==> src/rtl/uart_rx.sv <==
// uart_rx: 8O1 UART receiver with mid-bit sampling, level-held Receive/ReceiveAck handshake
// and parity, framing and overrun status.
module uart_rx #(
    parameter int CLK_FREQ  = 100_000_000,
    parameter int BAUD_RATE = 19_200
) (
    input  logic       clk,
    input  logic       Reset,
    input  logic       Sin,
    input  logic       ReceiveAck,
    output logic [7:0] Dout,
    output logic       Receive,
    output logic       ParityErr,
    output logic       FrameErr,
    output logic       Overrun
);
    localparam int BIT_CYCLES  = CLK_FREQ / BAUD_RATE;
    localparam int HALF_CYCLES = BIT_CYCLES / 2;
    localparam int TW          = $clog2(BIT_CYCLES);
    localparam logic [TW-1:0] HALF_END = TW'(HALF_CYCLES - 1);
    localparam logic [TW-1:0] BIT_END  = TW'(BIT_CYCLES - 1);

    typedef enum logic [2:0] {IDLE, START, BITS, PAR, STOP} state_t;

    state_t        state, next;
    logic          s1, sin_s;
    logic [TW-1:0] timer;
    logic [2:0]    bit_cnt;
    logic [7:0]    shreg;
    logic          par_bit;
    logic          hit, done;

    always_ff @(posedge clk or negedge Reset) begin
        if (!Reset) {s1, sin_s} <= 2'b11;
        else        {s1, sin_s} <= {Sin, s1};
    end

    always_comb begin
        next = state;
        hit  = 1'b0;
        done = 1'b0;
        case (state)
            IDLE:  next = sin_s ? IDLE : START;
            START: begin
                hit = timer == HALF_END;
                if (hit) next = sin_s ? IDLE : BITS;
            end
            BITS: begin
                hit = timer == BIT_END;
                if (hit && bit_cnt == 3'd7) next = PAR;
            end
            PAR: begin
                hit = timer == BIT_END;
                if (hit) next = STOP;
            end
            STOP: begin
                hit  = timer == BIT_END;
                done = hit;
                if (hit) next = IDLE;
            end
            default: next = IDLE;
        endcase
    end

    // Every state change happens on a sample or out of IDLE, so this also clears the timer on entry.
    always_ff @(posedge clk or negedge Reset) begin
        if (!Reset) begin
            state   <= IDLE;
            timer   <= '0;
            bit_cnt <= '0;
            shreg   <= '0;
            par_bit <= 1'b0;
        end else begin
            state <= next;
            timer <= (state == IDLE || hit) ? '0 : timer + 1'b1;
            if (state == START && hit) bit_cnt <= '0;
            else if (state == BITS && hit) begin
                shreg[bit_cnt] <= sin_s;
                bit_cnt        <= bit_cnt + 3'd1;
            end
            if (state == PAR && hit) par_bit <= sin_s;
        end
    end

    // Completion outranks a same-cycle acknowledge.
    always_ff @(posedge clk or negedge Reset) begin
        if (!Reset) begin
            Dout      <= 8'h00;
            Receive   <= 1'b0;
            ParityErr <= 1'b0;
            FrameErr  <= 1'b0;
            Overrun   <= 1'b0;
        end else if (done) begin
            Dout      <= shreg;
            ParityErr <= ~(^{shreg, par_bit});
            FrameErr  <= ~sin_s;
            Overrun   <= Receive & ~ReceiveAck;
            Receive   <= 1'b1;
        end else if (ReceiveAck) begin
            Receive <= 1'b0;
        end
    end
endmodule

==> config.mk <==
export PLATFORM = sky130hd
export DESIGN_NAME = uart_rx
export DESIGN_NICKNAME = d
export VERILOG_FILES = /design/src/rtl/uart_rx.sv
export SDC_FILE = /design/constraint.sdc
export NUM_CORES = 1
export LEC_CHECK = 0
export ABC_AREA = 1
export ABC_CLOCK_PERIOD_IN_PS = 3700
export CAP_MARGIN = 20
export CELL_PAD_IN_SITES_DETAIL_PLACEMENT = 0
export CELL_PAD_IN_SITES_GLOBAL_PLACEMENT = 1
export CORE_MARGIN = 3
export CORE_UTILIZATION = 35
export DETAILED_ROUTE_END_ITERATION = 6
export GPL_TIMING_DRIVEN = 0
export PLACE_DENSITY_LB_ADDON = 0.1
export SLEW_MARGIN = 20
export SYNTH_ARGS = -nofsm -noshare
export SYNTH_HDL_FRONTEND = slang
export SYNTH_SLANG_ARGS = --single-unit
==> constraint.sdc <==
create_clock -name clk -period 3.7 [get_ports clk]
set_clock_uncertainty 0.2 [all_clocks]
set_input_delay 0.74 -clock clk [delete_from_list [all_inputs] [get_ports clk]]
set_output_delay 0.74 -clock clk [all_outputs]
set_load 0.01 [all_outputs]
; ---- Yosys cells after proc, flatten, opt, wreduce, memory -nomap -nowiden
; Index checks and enable logic that the tools add are counted.
[word_totals]
regBits = 42
in_bits = 4
out_inout_bits = 12
wordCells = 62
[classes]
bitwise_logic = 5
eq_ne = 11
reduce_logical = 13
order_cmp = 2
addsub = 2
n_mux = 17
[op_table]
columns = operator, n
row1 = $mux W3, 6
row2 = $pmux W3 S5, 1
row3 = $add A13 B1 Y13 const B, 1
row4 = $eq A13 B12 Y1 const B, 1
row5 = $eq A13 B13 Y1 const B, 1
row6 = $mux W13, 1
row7 = $reduce_xor A9 Y1, 1
row8 = $bwmux W8, 1
row9 = $ne A2 B2 Y1 const B, 4
row10 = $eq A3 B2 Y1 const B, 2
row11 = $eq A3 B3 Y1 const B, 2
row12 = $logic_and A1 B1 Y1, 5
row13 = $mux W1, 5
row14 = $lt A3 B4 Y1 const B, 1
row15 = $not A1 Y1, 4
row16 = $reduce_and A4 Y1, 1
row17 = $reduce_bool A2 Y1, 2
row18 = $add A3 B1 Y3 const B, 1
row19 = $demux W1 S3, 1
row20 = $eq A3 B1 Y1 const B, 1
row21 = $ge A3 B1 Y1 const B, 1
row22 = $logic_not A3 Y1, 1
row23 = $reduce_or A3 Y1, 1
row24 = $mux W2, 1
row25 = 4 further kinds, 4

; ---- Depth between registers and ports, before layout
; Gate-level depths: netlist of the first run.
[depth]
depth_word = 6
ltp_mapped = 10
depth_no_buf = 10

; ---- Worst setup path before layout of the first run
; OpenSTA, ideal clock, no wires.
[synth_path]
path_type = flip-flop to flip-flop
startpoint = reg timer[0]
endpoint = reg shreg[7]
synth_period_minus_slack_ps = 1667
required_ps = 3383
n_path_buf = 1
path_stages_with_launch = 10
setup_time_ps = 117
t_arrival_ps = 1350
slack_ps = 2033
path_cell_list = dfrtp_1 -> ha_1 -> nand3_1 -> nor2_4 -> nand3_4 -> nand2_4 -> buf_12 -> nand3_2 -> nand2_1 -> nand2_1
[synth_via]
elab_chain_cells = 5
word_cells_on_any_way = 7
classes_between = 2 x eq/ne / 1 x mux / 1 x bitwise / 3 x reduce/logical
[synth_lines]
columns = item, line
row1 = "start, declared", 27  ; logic [TW-1:0] timer;
row2 = "start signal, assigned", 75  ; timer <= (state == IDLE || hit) ? '0 : timer + 1'b1;
row3 = $eq A13 B13 Y1 or $eq A13 B12 Y1 (tied branches), -
row4 = $pmux W1 S2 (*), 42  ; case (state)
row5 = $logic_and A1 B1 Y1, 76  ; if (state == START && hit) bit_cnt <= '0;
row6 = $not A1 Y1 (no source line), -
row7 = $reduce_and A2 Y1 (no source line) (*), -
row8 = "end signal, assigned by index", 78  ; shreg[bit_cnt] <= sin_s;
row9 = "end, declared", 29  ; logic [7:0] shreg;
; Every way passes the cells marked *; elsewhere a longest branch is shown, timed or not.
; A chain may end at the register's enable or synchronous reset.

; ---- Worst setup path in the final report of the first run
[layout_path]
startpoint = reg FrameErr
endpoint = out FrameErr
[layout_lines]
columns = item, line
row1 = "start, declared", 14  ; output logic FrameErr,
row2 = "start signal, assigned", 96  ; FrameErr <= ~sin_s;
; No word-level cell between the ends.

==> run metrics, run 1 <==
run status complete, no violations; Max clock buf depth 2; Worst Setup End Kind output pin; initial DRC count 86; via count 1906; critical path data arrival time 1200 ps; top-count cell post-synth nand2_1; antenna violations before repair 0; syn_area_per_cell ~7.7 um^2; main area contributors after synthesis dfrtp_1 (43%), nand2_1 (15%), nor2_1 (5.7%); Worst path max stage delay approximately 540 ps; CTS tree built; # hold bufs at CTS 0; Synth top cells by count nand2_1 (93), dfrtp_1 (40), nor2_1 (35); post-CTS setup buffers 0; Antenna Cells 0; fin cells 399; Yosys warnings 0; Die H 87.2 um; crit-path cells clkdlybuf4s50_1; Mapped Area 2310 um^2; Num CTS Buffers 5; sequential fraction of the synthesis area 45.6%; Syn Inst Count 300; Bufs and invs on worst path 1; critical path's slowest cell clkdlybuf4s50_1; Core Rows 28; via/cell ratio around 4.8; Gates resized, CTS repair 0; Worst Path Required 2760 ps; startpoint types flip-flop; syn nets 307; worst-path fanout max 2; period utilisation layout 57.9%; ys async rst share 100%; first-pass detailed-route iteration total 4; number of global-route vias before repair 1790; insertion delay to the later sink of the worst-skew pair around 290 ps; Slew HR about 73%; final wirelength 5.04 mm; routability cong. 0.810; Slew Limit Fails 0; clock period minus worst slack around 2100 ps; fin nets 330; die width 87.2 um; total design power 0.787 mW; max_cap viols 0; Final Hold Fails 0; DP Worst Slack approximately 1800 ps; worst setup margin 1560 ps; die area 7610 um^2; Final setup viols 0; Worst Hold Class flip-flop to flip-flop; # IOs 16; Worst-Margin Slew roughly 410 ps; Starting Density between 30 and 40%; FF-to-FF setup slack 1760 ps; Seq cells post-synth 42; Max Clk Rate between 400 and 500 MHz; most area-hungry cell type in the Yosys netlist dfrtp_1; Root Buffer clkbuf_8; top_reg_cell synth dfrtp_1; total power divided by cell area 296 nW/um^2; CTS clock-pin slew for the worst setup and hold paths 80 ps; Cell variety after synth 29; hpwl dp 3.81 mm; CP top delay family buffers and inverters; GRT Util Overall 14.8%; # H-tree levels 2; dpl cells 391; hold_ws 158 ps; LEAKAGE 1.25 nW; routed len/inst 12.6 um; first-pass GRT wire length ~8.9 mm; Antenna Nets Post-Route 0; DRC 0; layout cell share with drive strength beyond 1 8.95%; maximum number of pins on one net before global-route repair 27; Post-synth EDFFs 0; setup TNS 0 ps; Area Overhead vs Synth 15.2%; Port Buffers 15; total core area between 6000 and 7000 um^2; grt total ovfl 0; unrepaired setup endpoints after global routing false; worst vdd ir 159 uV; Sink Count 42; crit path kind flip-flop to output pin; post-synth top area share 43.4%
[metal layers]
layer	global-route usage [%]	wire length [um]	vias to the layer above
li1	-	-	1012
met1	22.7	2790	860
met2	20.5	2010	26
met3	2.46	158	8
met4	5.44	80	0
met5	0	0	-
[report_power, final]
group	switching [mW]	leakage (nW)	internal [mW]	total, mW
clock network	0.158	0.0482	0.151	0.309
registers	0.000468	0.560	0.461	0.461
logic	0.0119	0.643	0.00592	0.0178
total	0.170	1.25	0.617	0.787
[logic make-up (layout without fill, tap and decap cells)]
logic type / count (synthesis) / in the layout / share of synthesized area, %
compound gates: 17 / 17 / 3.96
xor+xnor: 7 / 7 / 2.66
fa+ha+maj: 3 / 3 / 1.63
buf+inv: 38 / 62 / 8.40
flops: 42 / 42 / 45.6
simple gates: 193 / 193 / 37.7
[worst paths after layout]
kind	from	to	cells past startpoint
max in group asynchronous	Reset	Dout[5]	2
min reg2reg	s1	sin_s	0
max	FrameErr	FrameErr	1
max reg2reg	timer[0]	timer[10]	7
min	s1	sin_s	0
min in group asynchronous	Reset	timer[10]	1
[placed cells by master (no fill, tap or decap), types with 2 or more instances in the layout]
master / synthesis / routed
a21oi_1: 3 / 3
buf_12: 1 / 2
buf_2: 1 / 2
clkbuf_8: 3 / 9
clkdlybuf4s50_1: 0 / 14
dfrtp_1: 40 / 40
dfstp_2: 2 / 2
ha_1: 3 / 3
inv_1: 29 / 29
inv_2: 2 / 2
nand2_1: 93 / 93
nand3_1: 24 / 24
nand3_2: 2 / 2
nand4_1: 14 / 14
nor2_1: 35 / 35
nor2_2: 4 / 4
nor3_1: 16 / 16
o21ai_0: 11 / 11
xnor2_1: 2 / 2
xor2_1: 5 / 5
[state kept, by name, indices dropped and copies added, names as in the netlist, 3 cells and up]
signal / count
shreg: 8
timer: 13
Dout: 8
bit_cnt: 3
state: 3
[cell type report]
class	count	area (um^2)
sequential	42	1050
tap	75	93.8
clock inverter	1	5.00
fill	644	3510
inverter	32	120
buffer	6	73.8
multi-input combinational	220	1060
timing repair buffer	16	165
clock buffer	7	86.3
[through the flow]
step                      cell area [um^2]  util (%)
final                                 2660      43.1
after floorplan                       2310         -
after detailed placement              2570      41.6
after global routing                  2660      43.1
after global placement                2550      41.4
after CTS                             2660      43.1
Note: power is estimated with default switching activity, not from simulation.
==> inputs of run 2 (changes only) <==
ABC_CLOCK_PERIOD_IN_PS = 2000   (was 3700)
clock period = 2 ns   (was 3.7 ns; I/O delays follow)
==> run 2 against run 1 <==
Sequential share of layout area fell by 0.30 points. Power grew 85%. Cell count up 0.25%. Cell area is 0.75% higher. Via count is 0.26% higher. Largest power group unchanged. Critical path depth grew 8. Global-route usage is the same. Clock-buffer cell count is the same. Worst hold slack about the same. Setup slack worse by 1400 ps.
==> run metrics, run 2 (synthesis results as in run 1) <==
post-CTS setup buffers 0; worst reg2reg startpoint timer[0]; worst vdd ir 293 uV; # H-tree levels 2; initial DRC count 81; Max clock buf depth 2; part of the power in combinational logic around 2.4%; hold_ws 158 ps; Core Rows 28; DRC 0; maximum number of pins on one net before global-route repair 27; Hold Startpoint s1; total core area about 6200 um^2; Sw Ratio between 20 and 25%; Worst Path Required 1990 ps; unrepaired setup endpoints after global routing true; total power divided by cell area 543 nW/um^2; Root Buffer clkbuf_8; CTS clock-pin slew for the worst setup and hold paths 80 ps; number of global-route vias before repair roughly 1.8k; Final Hold Fails 0; Antenna Cells 0; Final Util 43.4%; most common cell after layout, fill and taps aside nand2_1; Worst-Margin Slew roughly 400 ps; clock period minus worst slack 1840 ps; via/cell ratio between 4 and 5; Worst Setup End Kind flip-flop; Worst path max stage delay 420 ps; max_cap viols 0; Top cell by count, worst path nand2_1; GRT Util Overall 14.8%; FF-to-FF setup slack 160 ps; total design power between 1 and 1.5 mW; period utilisation layout 92.2%; critical path's slowest cell dfrtp_1; crit path kind flip-flop to flip-flop; via count about 1.9k; CTS tree built; # IOs 16; Starting Density a little under two fifths; crit-path cells ha_2 -> nand3_1 -> nor2_4 -> nand3_4 -> nand2_4 -> buf_12 -> nand3_2 -> nand2_1 -> nand2_1; Final setup viols 0; startpoint types flip-flop; insertion delay to the later sink of the worst-skew pair 290 ps; Bufs and invs on worst path 1; layout cell share with drive strength beyond 1 9.85%; hpwl dp between 3 and 4 mm; Top reg by flops timer; LEAKAGE 1.26 nW; Sink Count 42; CP top delay family simple AND/OR/NAND/NOR gates; Die H 87.2 um; worst-path fanout max 10; most frequent cells in the layout nand2_1 (93), dfrtp_1 (40), nor2_1 (34), inv_1 (29), nand3_1 (23); routability cong. 0.810; antenna violations before repair 0; Internal 1.14 mW; first-pass GRT wire length 8.90 mm; Seq pwr share 58.6%; final wirelength 5.04 mm; Regs by FF count timer: 13 flops, Dout: 8 flops, shreg: 8 flops; Area Overhead vs Synth 16.0%; Largest register FFs 13; grt total ovfl 0; die area 7610 um^2; Worst Setup SP timer[0]; Antenna Nets Post-Route 0; P_sw 0.311 mW; clock share of power about 39%; fin nets 331; Num CTS Buffers 5; Port Buffers 15; Max Clk Rate 542 MHz; first-pass detailed-route iteration total 4; critical path data arrival time ~1800 ps; die width a little under 90 um; routed len/inst about 13 um; Slew Limit Fails 0; post-route cell area 2680 um^2; placed instance area 2570 um^2; Worst Hold Class flip-flop to flip-flop; run status complete, no violations; Slew HR 72.8%
-- run 2: cell types whose count changed in the layout (fill, tap and decap cells not counted) --
cell,previous run,this run
dlygate4sd3_1,0,1
ha_1,3,2
ha_2,0,1
nand3_1,24,23
nand3_2,2,3
nor2_1,35,34
nor2_2,4,5
-- run 2: power groups by stage --
stage | clock [mW] | sequential [mW] | combinational (mW)
after global placement | 0 | 0.870 | 0.0312
after CTS | 0.603 | 0.853 | 0.0366
after floorplan | 0 | 0.870 | 0.00540
after detailed placement | 0 | 0.870 | 0.0350
final | 0.567 | 0.853 | 0.0345
after global routing | 0.632 | 0.853 | 0.0396
-- run 2: layer usage --
layer  up-vias  global-route usage (%)  wire (um)  share of wire (%)
met5         -                       0          0                  0
li1       1015                       -          -                  -
met2        24                    20.5       2020                 40
met4         0                    5.44         80                1.6
met3         8                    2.46        156                3.1
met1       864                    22.7       2790                 55
-- run 2: repair_timing --
action,CTS,global route
setup endpoints to repair,0,21
gates resized for setup,0,3
hold endpoints to repair,14,0
hold buffers,1,0
-- run 2: final timing paths --
check | cells past startpoint | to
hold reg to reg | 0 | sin_s
hold / removal | 0 | sin_s
max in group asynchronous | 3 | Dout[5]
setup reg to reg | 9 | shreg[7]
min in group asynchronous | 2 | timer[10]
setup / recovery | 9 | shreg[7]
-- run 2: per-stage QoR --
step | worst slack, ps | setup TNS [ps] | cells
6_report | 155 | 0 | 400
5_1_grt | -1.26 | -1.34 | 400
4_1_cts | 54.9 | 0 | 400
3_5_place_dp | 69.6 | 0 | 391
3_3_place_gp | -843 | -34450 | 390
2_1_floorplan | 333 | 0 | 300
-- run 2: final cells by class --
type	instances	area, um^2
Inverter	32	120
Sequential cell	42	1050
Clock buffer	7	86.3
Timing Repair Buffer	17	175
Clock inverter	1	5.00
Fill cell	640	3490
Buffer	6	73.8
Tap cell	75	93.8
Multi-Input combinational cell	220	1070
-- run 2: worst register-to-register path, delay by kind of cell (launching register included) --
| kind | cells | cell delay (ps) |
|---|---|---|
| adders and majority gates | 1 | 240 |
| buffers and inverters | 1 | 140 |
| DFF | 1 | 420 |
| and+or+nand+nor | 7 | 740 |
